**config.mk**
```make
export PLATFORM = sky130hd
export DESIGN_NAME = rpsc_status_uart_tx
export DESIGN_NICKNAME = d
export VERILOG_FILES = /design/src/rtl/rpsc_uart_pkg.sv /design/src/rtl/uart_tx_byte.sv /design/src/rtl/rpsc_status_uart_tx.sv
export SDC_FILE = /design/constraint.sdc
export NUM_CORES = 1
export LEC_CHECK = 0
export ABC_AREA = 1
export BUFFER_PORTS_ARGS = -buffer_cell sky130_fd_sc_hd__buf_4
export CAP_MARGIN = 15
export CELL_PAD_IN_SITES_DETAIL_PLACEMENT = 2
export CELL_PAD_IN_SITES_GLOBAL_PLACEMENT = 2
export CORE_MARGIN = 3
export CORE_UTILIZATION = 34
export CTS_CLUSTER_SIZE = 28
export DETAILED_ROUTE_END_ITERATION = 6
export PLACE_DENSITY_LB_ADDON = 0.1
export SLEW_MARGIN = 25
export SYNTH_ARGS = -nofsm -noshare
export SYNTH_HDL_FRONTEND = slang
export SYNTH_SLANG_ARGS = --single-unit
export TNS_END_PERCENT = 10
```
**constraint.sdc**
```tcl
create_clock -name clk -period 2.5 [get_ports clk]
set_clock_uncertainty 0.15 [all_clocks]
set_input_delay 0.25 -clock clk [delete_from_list [all_inputs] [get_ports clk]]
set_output_delay 0.25 -clock clk [all_outputs]
set_load 0.1 [all_outputs]
```
**src/rtl/rpsc_uart_pkg.sv**
```systemverilog
// Shared constants and state encodings for the RPSC status UART reporter.
// Holds the frame sync byte, the shortened simulation timing constants and
// the enumerations for the byte-level and frame-level state machines.
package rpsc_uart_pkg;

    localparam logic [7:0] SYNC_BYTE         = 8'hA5;
    localparam int         TEST_CLKS_PER_BIT = 4;
    localparam int         TEST_HEARTBEAT    = 64;

    typedef enum logic [1:0] {
        TX_IDLE,
        TX_START,
        TX_DATA,
        TX_STOP
    } txState_e;

    typedef enum logic [1:0] {
        FR_IDLE,
        FR_SEND,
        FR_DONE
    } frameState_e;

endpackage

```
**src/rtl/uart_tx_byte.sv**
```systemverilog
// 8N1 byte serialiser for the RPSC status reporter.
// Ports:
//   clk      block clock
//   reset    synchronous, active-high
//   i_data   byte to transmit, sampled when i_valid && o_ready
//   i_valid  a byte is offered
//   o_ready  engine can take a byte this cycle (idle, or final stop-bit cycle)
//   o_tx     serial line, idles high
module uart_tx_byte
    import rpsc_uart_pkg::*;
#(
    parameter int CLKS_PER_BIT = 434
) (
    input  logic       clk,
    input  logic       reset,
    input  logic [7:0] i_data,
    input  logic       i_valid,
    output logic       o_ready,
    output logic       o_tx
);

    localparam int                BAUD_W    = (CLKS_PER_BIT > 1) ? $clog2(CLKS_PER_BIT) : 1;
    localparam logic [BAUD_W-1:0] BAUD_LAST = BAUD_W'(CLKS_PER_BIT - 1);

    txState_e          r_state;
    txState_e          w_stateNext;
    logic [BAUD_W-1:0] r_baud;
    logic [BAUD_W-1:0] w_baudNext;
    logic [2:0]        r_bitCnt;
    logic [2:0]        w_bitCntNext;
    logic [7:0]        r_shift;
    logic [7:0]        w_shiftNext;
    logic              r_tx;
    logic              w_txNext;
    logic              w_bitEnd;
    logic              w_accept;

    assign w_bitEnd = (r_baud == BAUD_LAST);
    // Ready in the last stop-bit cycle lets the next start bit follow with no gap.
    assign o_ready  = (r_state == TX_IDLE) || ((r_state == TX_STOP) && w_bitEnd);
    assign w_accept = i_valid && o_ready;
    assign o_tx     = r_tx;

    always_ff @(posedge clk) begin
        if (reset) begin
            r_state  <= TX_IDLE;
            r_baud   <= '0;
            r_bitCnt <= '0;
            r_shift  <= '0;
            r_tx     <= 1'b1;
        end else begin
            r_state  <= w_stateNext;
            r_baud   <= w_baudNext;
            r_bitCnt <= w_bitCntNext;
            r_shift  <= w_shiftNext;
            r_tx     <= w_txNext;
        end
    end

    // The line value is registered one cycle ahead, so every bit is held for
    // exactly CLKS_PER_BIT cycles starting the cycle after it is decided.
    always_comb begin
        w_stateNext  = r_state;
        w_baudNext   = w_bitEnd ? '0 : r_baud + 1'b1;
        w_bitCntNext = r_bitCnt;
        w_shiftNext  = r_shift;
        w_txNext     = r_tx;
        case (r_state)
            TX_IDLE: begin
                w_baudNext = '0;
                w_txNext   = 1'b1;
            end
            TX_START: begin
                if (w_bitEnd) begin
                    w_stateNext  = TX_DATA;
                    w_bitCntNext = '0;
                    w_txNext     = r_shift[0];
                end
            end
            TX_DATA: begin
                if (w_bitEnd) begin
                    if (r_bitCnt == 3'd7) begin
                        w_stateNext = TX_STOP;
                        w_txNext    = 1'b1;
                    end else begin
                        w_bitCntNext = r_bitCnt + 3'd1;
                        w_shiftNext  = {1'b0, r_shift[7:1]};
                        w_txNext     = r_shift[1];
                    end
                end
            end
            TX_STOP: begin
                if (w_bitEnd) begin
                    w_stateNext = TX_IDLE;
                    w_txNext    = 1'b1;
                end
            end
            default: begin
                w_stateNext = TX_IDLE;
                w_txNext    = 1'b1;
            end
        endcase
        if (w_accept) begin
            w_stateNext = TX_START;
            w_baudNext  = '0;
            w_shiftNext = i_data;
            w_txNext    = 1'b0;
        end
    end

endmodule

```
**src/rtl/rpsc_status_uart_tx.sv**
```systemverilog
// RPSC status reporter: snapshots the lamp/alarm status vector and sends it
// to the host as an 8N1 frame: A5, seq, payload bytes (byte 0 first), chk,
// where chk is the XOR of seq and the payload bytes.
// A frame is sent after reset, on i_send_req, on a status change seen while
// not sending, and on heartbeat expiry while idle.
// Ports:
//   clk           block clock (same divided clock as the card logic)
//   reset         synchronous, active-high
//   i_status      live status vector, byte k = bits [8k+7:8k]
//   i_send_req    single-cycle frame request
//   o_UART_TX     serial line, idles high
//   o_busy        high for the whole frame on the line
//   o_frame_done  one-cycle pulse after the final stop bit
module rpsc_status_uart_tx
    import rpsc_uart_pkg::*;
#(
    parameter int test_mode        = 0,
    parameter int CLKS_PER_BIT     = 434,
    parameter int STATUS_BYTES     = 8,
    parameter int HEARTBEAT_CYCLES = 50_000_000
) (
    input  logic                      clk,
    input  logic                      reset,
    input  logic [8*STATUS_BYTES-1:0] i_status,
    input  logic                      i_send_req,
    output logic                      o_UART_TX,
    output logic                      o_busy,
    output logic                      o_frame_done
);

    localparam int               CPB         = (test_mode != 0) ? TEST_CLKS_PER_BIT : CLKS_PER_BIT;
    localparam int               HB          = (test_mode != 0) ? TEST_HEARTBEAT : HEARTBEAT_CYCLES;
    localparam int               HB_W        = $clog2(HB + 1);
    localparam logic [HB_W-1:0]  HB_LAST     = HB_W'(HB - 1);
    localparam int               FRAME_BYTES = STATUS_BYTES + 3;
    localparam int               IDX_W       = $clog2(FRAME_BYTES + 1);
    localparam logic [IDX_W-1:0] IDX_CHK     = IDX_W'(FRAME_BYTES - 1);
    localparam logic [IDX_W-1:0] IDX_END     = IDX_W'(FRAME_BYTES);

    frameState_e               r_state;
    frameState_e               w_stateNext;
    logic                      r_pending;
    logic [HB_W-1:0]           r_hbCount;
    logic [7:0]                r_seq;
    logic [8*STATUS_BYTES-1:0] r_snapshot;
    logic [7:0]                r_chk;
    logic [IDX_W-1:0]          r_byteIdx;

    logic       w_start;
    logic       w_txValid;
    logic       w_txReady;
    logic [7:0] w_txData;
    logic       w_accept;
    logic       w_statusChanged;
    logic       w_hbExpire;

    assign w_statusChanged = (i_status != r_snapshot) && (r_state != FR_SEND);
    assign w_hbExpire      = (r_state == FR_IDLE) && (r_hbCount == HB_LAST);
    assign w_accept        = w_txValid && w_txReady;
    assign o_busy          = (r_state == FR_SEND);
    assign o_frame_done    = (r_state == FR_DONE);

    uart_tx_byte #(
        .CLKS_PER_BIT(CPB)
    ) u_txByte (
        .clk    (clk),
        .reset  (reset),
        .i_data (w_txData),
        .i_valid(w_txValid),
        .o_ready(w_txReady),
        .o_tx   (o_UART_TX)
    );

    always_ff @(posedge clk) begin
        if (reset) begin
            r_state <= FR_IDLE;
        end else begin
            r_state <= w_stateNext;
        end
    end

    // The sync byte is handed to the idle byte engine in the start cycle itself,
    // so the start bit appears on the line the very next cycle.
    always_comb begin
        w_stateNext = r_state;
        w_start     = 1'b0;
        w_txValid   = 1'b0;
        case (r_state)
            FR_IDLE: begin
                if (r_pending) begin
                    w_start     = 1'b1;
                    w_txValid   = 1'b1;
                    w_stateNext = FR_SEND;
                end
            end
            FR_SEND: begin
                w_txValid = (r_byteIdx != IDX_END);
                // With every byte handed over, ready only returns in the chk stop bit's last cycle.
                if (w_txReady && (r_byteIdx == IDX_END)) begin
                    w_stateNext = FR_DONE;
                end
            end
            FR_DONE: begin
                w_stateNext = FR_IDLE;
            end
            default: begin
                w_stateNext = FR_IDLE;
            end
        endcase
    end

    always_comb begin
        w_txData = SYNC_BYTE;
        if (!w_start) begin
            if (r_byteIdx == IDX_W'(1)) begin
                w_txData = r_seq;
            end else if (r_byteIdx == IDX_CHK) begin
                w_txData = r_chk;
            end else begin
                for (int k = 0; k < STATUS_BYTES; k++) begin
                    if (r_byteIdx == IDX_W'(k + 2)) begin
                        w_txData = r_snapshot[8*k +: 8];
                    end
                end
            end
        end
    end

    // r_byteIdx names the next byte to hand over; it restarts at 1 because
    // the sync byte leaves in the start cycle. r_chk folds in seq and payload
    // as they are handed over, and is itself sent as the last byte.
    always_ff @(posedge clk) begin
        if (reset) begin
            r_pending  <= 1'b1;
            r_hbCount  <= '0;
            r_seq      <= '0;
            r_snapshot <= '0;
            r_chk      <= '0;
            r_byteIdx  <= '0;
        end else if (w_start) begin
            r_snapshot <= i_status;
            r_pending  <= 1'b0;
            r_hbCount  <= '0;
            r_chk      <= '0;
            r_byteIdx  <= IDX_W'(1);
        end else begin
            if (i_send_req || w_statusChanged || w_hbExpire) begin
                r_pending <= 1'b1;
            end
            if (r_state == FR_IDLE) begin
                r_hbCount <= w_hbExpire ? '0 : r_hbCount + 1'b1;
            end
            if ((r_state == FR_SEND) && w_accept) begin
                r_byteIdx <= r_byteIdx + 1'b1;
                if (r_byteIdx != IDX_CHK) begin
                    r_chk <= r_chk ^ w_txData;
                end
            end
            if (r_state == FR_DONE) begin
                r_seq <= r_seq + 8'd1;
            end
        end
    end

endmodule

```
==> qor.yml <==
status:
  status: "finished clean"
drt:
  dr_total_vias: 7563
  firstDrtPassIters: 4
  drc_errors: 0
  viasPerCell: 5.17
  avgRoutedWirePerCell_um: 20.0
  antenna_left: 0
  routed_wl_um: 29300
  dr.first_iter.drc_count: 298
worst_setup_path:
  setup.worst_path.start: "r_byteIdx[2]"
  r2r-start: "r_byteIdx[2]"
  cp_max_fo: 10
  worst-setup-path-type: "reg -> reg"
  r2r_cells: 11
  cp-start-kind: "flip-flop"
  crit_arrival_ns: 2.48
  worst_ep_required_time_ns: 2.67
  cp-end-kind: "flip-flop"
clock_network:
  clk_pin_slew_ns: 0.07
  cts-root-buf: "clkbuf_16"
  clock_latency_ns: 0.43
  cts_buffer_depth: 2
  cts_buffers: 17
  htree_levels: 4
  cts_tree: "yes"
  cts_sinks: 136
cells_and_area:
  postLayoutCellArea_um2: 9460
  fill_cells: 2375
  synthToLayoutAreaGrowth_pct: 29.6
  antenna_cells: 0
  final_cells: 1463
  drive_gt1_share_pct: 13.9
  nets: 1263
global_routing:
  grt_first_pass_wirelength_um: 46900
  grt_usage_pct: 25.0
  grt_pass1_vias: 8560
  grt_max_degree: 45
  antenna_found_initial: 0
  grt_overflow: 0
timing:
  final-max-slew-violation-count: 0
  rsz0062_at_grt: "false"
  worst_slew_margin_rel_pct: 30.5
  tightest_slew_ns: 1.04
  min_period_ns: 2.32
  setup_viol: 0
  fin_crit_sh_pct: 92.6
  setup_slack_ns: 0.185
  hold_violations: 0
  max_freq_ghz: 0.432
  whs_ns: 0.0608
synthesis:
  syn_inst: 1039
  synthFlopType: "dfxtp_1"
  synth_warnings: 0
  synth_top_cell_area_share_pct: 37.3
  synth_seq_area_share_pct: 37.3
  synth_area_um2: 7300
  syn-num-nets: 1122
  synth_most_common_cell: "nand2_1"
  netlist_top_cells_count: "190 x nand2_1, 168 x inv_1, 136 x dfxtp_1, 93 x o21ai_0, 80 x nor2_1"
  ys_top_cells_by_area: "dfxtp_1 37%, nand2_1 9.8%, inv_1 8.6%"
  synth_area_leader_cell: "dfxtp_1"
  syn-mean-instance-area_um2: 7.02
  ys_ff_latch: 136
  synth_edf_count: 0
  async_flop_share_pct: 0
  yosysUniqueCellTypes: 43
placed_design:
  place.gp.congestion: 0.816
  pre_cts_ws_ns: 0.0984
  dp_cells: 1366
  dpl.hpwl_um: 18500
  placed_area_um2: 8150
  io_buffer_count: 69
power:
  clock_power_share_pct: 34.7
  p_seq_share_pct: 35.8
  p_int_mw: 4.84
  power.share.switching_pct: 37.1
  p_comb_share_pct: 29.5
  p_switching_mw: 2.86
  power.leakage_nw: 3.88
  pwr_density_cell_nw_per_um2: 815
  power_mw: 7.70
  peakVddDrop_uv: 407
die:
  top_level_ports: 70
  die_w_um: 153
  die-area_um2: 23300
  start_util_pct: 35.3
  rows: 52
  core_um2: 20700
  die_h_um: 153
flow_run:
  maxCapViolations: 0
worst_hold_path:
  hold_path.class: "in -> reg"
  min_from: "i_send_req"
  holdPathStages: 5
## worst paths after layout
check / endpoint / slack (ns)
setup / recovery: u_txByte.r_shift[0] / 0.18
hold / removal: r_pending / 0.06
setup reg to reg: u_txByte.r_shift[0] / 0.18
hold reg to reg: r_seq[7] / 0.32
## layout by cell type (no fill, tap or decap), drive strengths merged, types with 8 or more instances in the layout
master and n:
dlygate4sd3 65, inv 183, o22ai 21, o21ai 102, nor3 30, xnor2 37
nand4 22, nand3 53, a21oi 59, dfxtp 136, xor2 17, a22o 8
nand2 192, ha 16, clkbuf 19, buf 84, nor2 96
## cell families (layout without fill, tap and decap cells)
family / after synthesis / after routing / share of synthesized area (%)
buffers and inverters: 208 / 362 / 11.1
DFF: 136 / 136 / 37.3
adders and majority gates: 16 / 16 / 2.74
xor gates and xnor gates: 54 / 54 / 6.48
AOI/OAI and AO/OA: 215 / 215 / 16.4
and+or+nand+nor: 410 / 410 / 26.0
## registers in the layout, indices dropped and copies added, names as in the netlist
name and count:
u_txByte.r_bitCnt 3, u_txByte.r_baud 9, u_txByte.r_state 2, r_state 2, r_pending 1, r_hbCount 26
r_chk 8, r_snapshot 64, u_txByte.o_tx 1, r_seq 8, u_txByte.r_shift 8, r_byteIdx 4
## final cells by class
type / count / area, um^2 / area share (%)
clock inverters: 13 / 166 / 1.76
well taps: 270 / 338 / 3.57
clock buffers: 19 / 443 / 4.68
multi-input cells: 695 / 3820 / 40.4
inverters: 181 / 682 / 7.21
repair buffers: 149 / 1280 / 13.5
flip-flops and latches: 136 / 2720 / 28.8
## critical path: stages, from the launching register on
cell,delay [ns]
dfxtp_1,0.59
nand3_2,0.30
inv_2,0.20
a21oi_1,0.09
o21ai_1,0.13
nand2_1,0.12
nand3_1,0.12
nand2_1,0.07
nand2_1,0.08
nand2_1,0.13
a21oi_1,0.17
nor2_1,0.05
## power groups by stage
stage                     registers [mW]  logic [mW]  clock network (mW)
after global placement              2.75        2.00                   0
after floorplan                     2.74        1.35                   0
after CTS                           2.73        2.19                2.71
after detailed placement            2.77        2.06                   0
after global routing                2.79        2.52                2.84
final                               2.76        2.27                2.67
## metal layers
layer	vias up	track usage, %	wire, um
met5	-	0	0
met4	0	8.53	742
met3	51	3.89	765
met2	126	45.7	15100
met1	3739	29.7	12700
li1	3647	-	-
## through the flow
| stage | TNS (ns) | utilization (%) |
|---|---|---|
| global route | 0 | 45.7 |
| finish | 0 | 45.7 |
| floorplan | -0.120 | - |
| CTS | 0 | 45.5 |
| detailed placement | 0 | 39.4 |
| global placement | 0 | 39.4 |
## repair_timing
item                                   CTS  global route
endpoints found under the hold margin   65             0
setup buffers                            0             0
hold buffers                            65             0
gates resized for setup                  0            18
setup endpoints to repair                0            14
(Power assumes the default switching activity.)
